==> config.mk <==
export PLATFORM = sky130hd
export DESIGN_NAME = ras_spec_ctrl
export DESIGN_NICKNAME = d
export VERILOG_FILES = /design/src/rtl/ras_spec_ctrl.sv
export SDC_FILE = /design/constraint.sdc
export NUM_CORES = 1
export LEC_CHECK = 0
export BUFFER_PORTS_ARGS = -buffer_cell sky130_fd_sc_hd__buf_2
export CAP_MARGIN = 40
export CORE_ASPECT_RATIO = 1.25
export CORE_UTILIZATION = 30
export DETAILED_ROUTE_END_ITERATION = 7
export SLEW_MARGIN = 10
export SYNTH_ARGS = -nofsm -noshare
export SYNTH_HDL_FRONTEND = slang
export SYNTH_SLANG_ARGS = --single-unit
==> constraint.sdc <==
create_clock -name clk -period 5.6 [get_ports clk]
set_clock_uncertainty 0.15 [all_clocks]
set_input_delay 1.12 -clock clk [delete_from_list [all_inputs] [get_ports clk]]
set_output_delay 1.12 -clock clk [all_outputs]
set_load 0.03 [all_outputs]
==> src/rtl/ras_spec_ctrl.sv <==
// Speculation controller for the return address stack: drives RAS push/pop from
// predictor hints, logs each op, and replays inverse ops newest-first on flush.
`ifndef RAS_DEPTH
`define RAS_DEPTH 16
`endif

module ras_spec_ctrl #(
  parameter int DEPTH     = `RAS_DEPTH,
  parameter int LOG_DEPTH = 8,
  parameter int XLEN      = 32,
  localparam int AW = $clog2(LOG_DEPTH),
  localparam int CW = AW + 1
) (
  input  logic            clk,
  input  logic            rst,
  input  logic            stall,
  input  logic            pred_valid,
  input  logic            pred_call,
  input  logic            pred_ret,
  input  logic [XLEN-1:0] pred_ra,
  output logic            pred_ready,
  output logic [XLEN-1:0] pred_target,
  output logic            pred_target_valid,
  input  logic            commit_valid,
  input  logic            flush,
  output logic            busy,
  output logic [CW-1:0]   log_count,
  output logic            ras_push_en,
  output logic [XLEN-1:0] ras_push_data,
  output logic            ras_pop_en,
  output logic            ras_stall,
  input  logic [XLEN-1:0] ras_peek_data,
  input  logic            ras_empty
);

  if (DEPTH < 1 || LOG_DEPTH < 2 || (LOG_DEPTH & (LOG_DEPTH - 1)) != 0) begin : g_bad_params
    $error("ras_spec_ctrl: DEPTH >= 1 and LOG_DEPTH a power of 2 >= 2 required");
  end

  localparam logic [1:0] T_NOP  = 2'd0;
  localparam logic [1:0] T_PUSH = 2'd1;
  localparam logic [1:0] T_POP  = 2'd2;
  localparam logic [1:0] T_BOTH = 2'd3;

  localparam logic [0:0] S_IDLE   = 1'b0;
  localparam logic [0:0] S_REPAIR = 1'b1;

  logic [0:0]      state_q, state_d;
  logic [AW-1:0]   head_q, head_d, tail_q, tail_d, undo_idx;
  logic [CW-1:0]   count_q, count_d, count_post;
  logic [1:0]      typ_q [LOG_DEPTH];
  logic [XLEN-1:0] dat_q [LOG_DEPTH];
  logic            idle, accept, commit_ok;
  logic [1:0]      wr_typ;
  logic [XLEN-1:0] wr_dat;

  assign idle              = (state_q == S_IDLE);
  assign undo_idx          = tail_q - AW'(1);
  assign pred_ready        = rst & idle & ~flush & ~stall & (count_q < CW'(LOG_DEPTH));
  assign accept            = pred_valid & pred_ready;
  assign commit_ok         = rst & idle & ~stall & commit_valid & (count_q != '0);
  assign busy              = (state_q == S_REPAIR);
  assign pred_target       = ras_peek_data;
  assign pred_target_valid = ~ras_empty & idle;
  assign log_count         = count_q;
  assign ras_stall         = ~rst | stall;

  // Forward ops on accept; inverse of the newest entry while repairing.
  always_comb begin
    ras_push_en   = 1'b0;
    ras_pop_en    = 1'b0;
    ras_push_data = '0;
    wr_typ        = T_NOP;
    wr_dat        = '0;
    if (accept) begin
      if (pred_call) begin
        ras_push_en   = 1'b1;
        ras_pop_en    = pred_ret;
        ras_push_data = pred_ra;
        wr_dat        = pred_ra;
        wr_typ        = pred_ret ? T_BOTH : T_PUSH;
      end else if (pred_ret && !ras_empty) begin
        ras_pop_en = 1'b1;
        wr_typ     = T_POP;
        wr_dat     = ras_peek_data;
      end
    end else if (rst && !stall && !idle) begin
      case (typ_q[undo_idx])
        T_PUSH:  ras_pop_en = 1'b1;
        T_POP: begin
          ras_push_en   = 1'b1;
          ras_push_data = dat_q[undo_idx];
        end
        default: ;
      endcase
    end
  end

  always_comb begin
    state_d    = state_q;
    head_d     = head_q;
    tail_d     = tail_q;
    count_d    = count_q;
    count_post = count_q - CW'(commit_ok);
    if (!stall) begin
      if (idle) begin
        head_d  = head_q + AW'(commit_ok);
        tail_d  = tail_q + AW'(accept);
        count_d = count_post + CW'(accept);
        if (flush && count_post != '0) state_d = S_REPAIR;
      end else begin
        tail_d  = undo_idx;
        count_d = count_q - CW'(1);
        if (count_q == CW'(1)) state_d = S_IDLE;
      end
    end
  end

  always_ff @(posedge clk) begin
    if (!rst) begin
      state_q <= S_IDLE;
      head_q  <= '0;
      tail_q  <= '0;
      count_q <= '0;
    end else begin
      state_q <= state_d;
      head_q  <= head_d;
      tail_q  <= tail_d;
      count_q <= count_d;
    end
  end

  always_ff @(posedge clk) begin
    if (accept) begin
      typ_q[tail_q] <= wr_typ;
      dat_q[tail_q] <= wr_dat;
    end
  end

endmodule

### Word level (Yosys, flattened, before mapping)

Memory sizes are Yosys's and may differ from the RTL's.
Cells that the tools add are included.

* register bits: 8
* bits in writable memories: 272
* bits of input ports: 73
* output and inout bits: 74
* memories: 2

* add/sub/neg operators: 5
* magnitude comparators: 1
* equal/unequal tests: 3
* mux-type cells: 27
* bitwise gates (word level): 15
* reductions and logical operators: 8

Memory list
* dat_q: words 8, bits a word 32, rd ports 1, clocked after memory_dff 0, write ports 1, line 52 `logic [XLEN-1:0] dat_q [LOG_DEPTH];`
* typ_q: words 8, bits a word 2, rd ports 1, clocked after memory_dff 0, write ports 1, line 51 `logic [1:0] typ_q [LOG_DEPTH];`

Operators with widths (number)
* $mux W32: 7
* $mux W1: 14
* $and A1 B1 Y1: 9
* $mux W2: 4
* $reduce_bool A4 Y1: 2
* $not A1 Y1: 5
* $add A4 B1 Y4: 1
* $eq A4 B1 Y1 const B: 1
* $logic_and A1 B1 Y1: 4
* $lt A4 B4 Y1 const B: 1
* $mux W4: 1
* $sub A4 B1 Y4: 1
* $sub A4 B1 Y4 const B: 1
* $add A3 B1 Y3: 1
* $mux W3: 1
* $sub A3 B1 Y3 const B: 1
* $eq A2 B1 Y1 const B: 1
* $eq A2 B2 Y1 const B: 1
* $logic_not A1 Y1: 2
* $or A1 B1 Y1: 1

### Logic depth before layout (Yosys ltp)

Gate-level depths: netlist of run 1.

* word-level depth: 10
* gate-level depth with buffers: 13
* depth with buffers taken out: 12

### Worst setup path after synthesis of run 1

Ideal clock, no wire load.

* path type: input to register
* from: input stall
* to: memory dat_q[1][0], enable pin
* data arrival time: 4.443 ns
* setup slack: 0.539 ns
* stages on the path: 4
* path buffers: 0
* path through: nand2b_1 nor4_2 nand2_1 nor3_1

* longest elaborated chain between the ends: 6

Ends and longest elaborated chain
* start, declared: line 16 `input logic stall,`
* $not A1 Y1: line 59 `assign pred_ready = rst & idle & ~flush & ~stall & (count_q < CW'(LOG_DEPTH));`
* $and A1 B1 Y1 (2 in series): line 59
* $and A1 B1 Y1: line 60 `assign accept = pred_valid & pred_ready;`
* $mux W1: line 134 `if (accept) begin`
* $mux W1 (implied by the code): line 136 `dat_q[tail_q] <= wr_dat;`
* end, declared: line 52

No other way between the ends.

### Worst setup path in the final report of run 1

* from: register tail_q[1]
* to: output ras_push_data[31]

* longest elaborated chain between the ends: 6
* elaborated cells on any way between the ends: 7
* those cells by class: add/sub (1); eq/ne (1); mux (3); memory (2)

Ends and longest elaborated chain
* start, declared: line 49 `logic [AW-1:0] head_q, head_d, tail_q, tail_d, undo_idx;`
* start signal, assigned: line 128 `tail_q <= tail_d;`
* $sub A3 B1 Y3 *: line 58 `assign undo_idx = tail_q - AW'(1);`
* $mem_v2 Z8 W2
* $eq A2 B2 Y1: line 88 `case (typ_q[undo_idx])`
* $mux W32 *: line 88
* $mux W32 *: line 87 `end else if (rst && !stall && !idle) begin`
* $mux W32 *: line 75 `if (accept) begin`
* end, declared: line 29 `output logic [XLEN-1:0] ras_push_data,`

Every way passes the cells marked *; elsewhere a longest branch is shown, timed or not.

==> impl_metrics.json, run 1 <==
{
  "clkSlewWorstSetupHoldPaths_ns": 0.06,
  "drv_cap": 0,
  "wirelength_mm": 25.3,
  "fillers": 3587,
  "clk_latency_ns": 0.55,
  "async_reset_ff_share_pct": 0,
  "cts_resized": 0,
  "status": "finished clean",
  "relSlewSlack_pct": 43.5,
  "required_ns": 4.33,
  "period_minus_slack_ns": 4.91,
  "routed_via_density": 4.85,
  "slew_violations": 0,
  "die_h_microns": 223,
  "finalNetCount": 814,
  "totalPowerFinal_mw": 4.42,
  "ys_seq_area_share_pct": 70.9,
  "grt-ovfl-total": 0,
  "syn_area_per_cell_sq_um": 19.3,
  "drt-initial-drc-count": 342,
  "setup_violations": 0,
  "hold_buffers": 0,
  "drc_errors": 0,
  "root_buffer": "clkbuf_16",
  "ir_drop_mv": 0.224,
  "num_antenna_cells": 0,
  "coreArea_sq_um": 38300,
  "grt_pass1_vias": 6015,
  "dpl.hpwl_mm": 15.6,
  "yosysWarnings": 0,
  "postCtsSetupBuffers": 0,
  "finish.utilization_pct": 36.0,
  "critPathArrivalTime_ns": 3.64,
  "dieArea_sq_um": 39900,
  "detail_route.wl_per_cell_microns": 20.3,
  "yosysTopAreaCell": "edfxtp_1",
  "numCtsBuffers": 29,
  "area_growth_pct": 17.6,
  "syn_nets": 689,
  "final_cell_mix": "edfxtp_1, buf_2, mux4_2",
  "vias": 6031,
  "clkSinkCount": 280,
  "rows": 80,
  "whs_ns": 0.441,
  "htreeDepth": 1,
  "die_w_microns": 179,
  "cp_max_fo": 33,
  "yosys_register_bits": 280,
  "antenna_found_initial": 0,
  "final_common_cell": "edfxtp_1",
  "clock_path_buffers": 3,
  "crit_type": "reg -> out",
  "grt_pass1_wl_mm": 36.9,
  "syn_inst": 607,
  "grt_max_degree": 73,
  "grt_usage_pct": 12.6,
  "antenna_left": 0,
  "synth_top_area_share_pct": 69.6,
  "initial_utilization_pct": 30.6,
  "gp_congestion": 0.715,
  "start_kind": "flip-flop",
  "synth-main-ff-cell": "edfxtp_1",
  "finalCritPeriodShare_pct": 87.6,
  "ys_types": 41,
  "fmax_ghz": 0.204,
  "cts_tree": "yes",
  "worst_slew_pin_slew_ns": 0.847,
  "endpoint_kind": "output pin",
  "power_density_nw_per_um2": 320,
  "layout-drive-gt1-share_pct": 39.1,
  "firstDrtPassIters": 4,
  "ioPinCount": 147,
  "hp-class": "reg -> reg",
  "finalHoldViolations": 0,
  "synth.cell_area_sq_um": 11700,
  "rsz0062_at_grt": "false",
  "power.leakage_nw": 4.67,
  "synth_top_cells_by_area": "edfxtp_1, mux4_2, a221o_1, a22o_1, buf_4",
  "fin_tns_setup_ns": 0,
  "synth-edff-count": 272,
  "io_buffer_count": 146
}
==> per-layer routing <==
layer	wire length (microns)	share of wire (%)	GRT usage (%)
met5	0	0	0
met3	1120	4.4	1.77
met4	402	1.6	3.36
met2	12500	49	21.1
met1	11300	45	16.9
==> through the flow <==
stage	setup slack (ns)	instance area, sq um	cells
after floorplan	0.539	11700	607
after global placement	1.05	12900	1190
after detailed placement	0.942	12900	1193
after CTS	0.608	13800	1244
after global routing	0.426	13800	1244
final	0.694	13800	1244
==> flip-flops by register name, indices dropped and copies added (netlist names) <==
signal / flops
busy: 1
dat_q: 256
log_count: 4
tail_q: 3
typ_q: 16
==> kinds of logic after synthesis <==
kind of cell	count (synthesis)	synth area share (%)
adder cells (fa/ha/maj)	9	0.959
AND/OR/NAND/NOR	79	4.08
AO/OA/AOI/OAI	80	6.15
flip-flops	280	70.9
buffers and inverters	80	3.97
multiplexers	73	13.5
XOR/XNOR	6	0.448
==> synth_stat cells (10+ instances only) <==
cell	instances
nand2_1	10
a22o_1	32
nor2b_2	10
inv_1	10
clkbuf_1	16
nor2b_1	22
buf_2	13
mux4_2	68
a221o_1	32
buf_4	32
edfxtp_1	272
nor2_1	12
==> worst max-delay path, cell delays in order, from the launching register on <==
cell and delay [ns]:
dfxtp_1 0.47, inv_1 0.13, ha_4 0.60, mux4_2 0.40, or4b_4 0.79, nor2b_1 0.32, a221o_1 0.16, buf_2 0.20
==> cell type report <==
cell class	count	area [sq um]	area share, %
inverters	10	37.5	0.272
multi-input cells	247	3030	21.9
clock buffers	39	763	5.53
flip-flops and latches	280	8330	60.3
repair buffers	164	918	6.65
clock inverters	12	115	0.834
well taps	492	616	4.46
==> where the power goes <==
part | total [mW] | internal [mW] | switching [mW]
Combinational | 0.313 | 0.134 | 0.178
Sequential | 2.30 | 2.29 | 0.0138
Clock | 1.81 | 1.04 | 0.762
Total | 4.42 | 3.47 | 0.955
==> path summary, 6_finish.rpt <==
path | startpoint | end | slack [ns] | depth (start not counted)
setup / recovery | tail_q[1] | ras_push_data[31] | 0.69 | 7
hold / removal | log_count[1] | log_count[1] | 0.44 | 1
setup reg to reg | tail_q[0] | dat_q[5][1] | 2.12 | 6
hold reg to reg | log_count[1] | log_count[1] | 0.44 | 1
(Power assumes the default switching activity.)
==> inputs of run 2 (changes only) <==
==> constraint.sdc (replaced) <==
create_clock -name clk -period 5.6 [get_ports clk]
set_clock_uncertainty 0.15 [all_clocks]
set_input_delay 0.56 -clock clk [delete_from_list [all_inputs] [get_ports clk]]
set_output_delay 0.56 -clock clk [all_outputs]
set_load 0.03 [all_outputs]
==> run 2 against run 1 <==
Design area increased by 0.21%. Combinational power hardly changed. Die area is the same. Power decreased by 0.52%. Maximum frequency is 5.4% higher. Clock power about the same. Sequential power hardly changed. Clock-buffer cell count shrank 6. Worst hold slack lost 0.19 ns. Routed wire length rose by 1.7%. Via count rose by 1.0%. Critical path type unchanged. Largest power group unchanged.
==> impl_metrics.json, run 2 (synthesis gave the netlist of run 1 again) <==
{
  "numCtsBuffers": 28,
  "clkSinkCount": 280,
  "finalNetCount": 816,
  "wl_met1_mm": 11.4,
  "critPathArrivalTime_ns": 3.95,
  "drt-initial-drc-count": 333,
  "routed-wl-met2_mm": 12.8,
  "largest_reg_flops": 256,
  "grt-ovfl-total": 0,
  "cp_max_fo": 31,
  "ir_drop_mv": 0.191,
  "required_ns": 4.89,
  "stdcell_count": 1247,
  "finalCritPeriodShare_pct": 83.1,
  "clock_path_buffers": 3,
  "worst_slew_pin_slew_ns": 0.864,
  "cts_tree": "yes",
  "register_area_sq_um": 8330,
  "initial_utilization_pct": 30.6,
  "totalPowerFinal_mw": 4.40,
  "postCtsSetupBuffers": 0,
  "power_density_nw_per_um2": 318,
  "area_growth_pct": 17.8,
  "setup_violations": 0,
  "min_from": "stall",
  "top_register": "dat_q",
  "grt_pass1_vias": 6263,
  "die_h_microns": 223,
  "detail_route.wl_per_cell_microns": 20.6,
  "drc_errors": 0,
  "crit_type": "reg -> out",
  "startpoint": "tail_q[0]",
  "routed_via_density": 4.89,
  "fmax_ghz": 0.215,
  "root_buffer": "clkbuf_16",
  "status": "finished clean",
  "hold_buffers": 0,
  "rows": 80,
  "slew_violations": 0,
  "dp_cells": 1196,
  "multiInputGateArea_sq_um": 3030,
  "r2r-start": "tail_q[0]",
  "power.leakage_nw": 4.69,
  "io_buffer_count": 146,
  "finalHoldViolations": 0,
  "endpoint_kind": "output pin",
  "num_antenna_cells": 0,
  "dpl.hpwl_mm": 16.1,
  "postLayoutCellArea_sq_um": 13800,
  "htreeDepth": 1,
  "die_w_microns": 179,
  "fillers": 3570,
  "coreArea_sq_um": 38300,
  "rsz0062_at_grt": "false",
  "antenna_left": 0,
  "antenna_found_initial": 0,
  "layout-drive-gt1-share_pct": 39.9,
  "dieArea_sq_um": 39900,
  "final_common_cell": "edfxtp_1",
  "clkSlewWorstSetupHoldPaths_ns": 0.06,
  "placed_area_sq_um": 13000,
  "grt_pass1_wl_mm": 38.4,
  "drv_cap": 0,
  "hp-class": "in -> reg",
  "grt_max_degree": 74,
  "final_cell_mix": "edfxtp_1, buf_2, mux4_2",
  "wl_met3_mm": 1.15,
  "wirelength_mm": 25.7,
  "gp_congestion": 0.720,
  "clk_latency_ns": 0.54,
  "relSlewSlack_pct": 42.4,
  "grt_usage_pct": 13.1,
  "ioPinCount": 147,
  "period_minus_slack_ns": 4.66,
  "highest_layer": "met4",
  "fin_tns_setup_ns": 0,
  "vias": 6092,
  "firstDrtPassIters": 4,
  "start_kind": "flip-flop",
  "cts_resized": 0
}
## run 2: cell types whose count changed in the layout (fill, tap and decap cells not counted)
cell        change
clkbuf_1        -6
clkinv_2        +5
buf_4           +3
clkinv_1        +2
clkinv_4        -2
clkinvlp_4      +2
buf_12          -1
buf_16          +1
inv_6           -1
## run 2: cell type report
type / instances / share of cell area (%)
Timing Repair Buffer: 167 / 6.85
Clock buffer: 33 / 5.35
Inverter: 10 / 0.271
Clock inverter: 18 / 0.986
Tap cell: 492 / 4.45
Sequential cell: 280 / 60.2
Multi-Input combinational cell: 247 / 21.9
## run 2: path summary, 6_finish.rpt
kind / end / slack [ns] / cells after the start
min reg2reg: log_count[1] / 0.42 / 1
max reg2reg: tail_q[2] / 2.69 / 7
max: ras_push_data[30] / 0.94 / 8
min: log_count[3] / 0.25 / 3
## run 2: report_power, final
part	internal, mW	total [mW]	switching, mW
clock network	1.03	1.78	0.751
logic	0.132	0.312	0.180
registers	2.29	2.30	0.0155
total	3.45	4.40	0.946
## run 2: stage by stage
step	hold WS [ns]	util, %	setup slack [ns]
3_3_place_gp	0.403	33.6	1.15
5_1_grt	0.234	36.1	0.588
4_1_cts	0.214	36.1	0.757
3_5_place_dp	0.407	33.8	1.35
6_report	0.248	36.1	0.944
2_1_floorplan	0.414	-	1.10
## run 2: worst max-delay path, cell delays in order, from the launching register on
cell and delay, ns:
dfxtp_4 0.59, buf_4 0.50, buf_4 0.65, mux4_2 0.36
nand2b_1 0.11, nor2_4 0.59, buf_16 0.24, a221o_1 0.16
buf_2 0.20
## run 2: per-layer routing
layer  track usage (%)  vias to the layer above
met2              22.3                      157
li1                  -                     2739
met4              3.34                        0
met1              17.4                     3178
met3              1.81                       18
met5                 0                        -
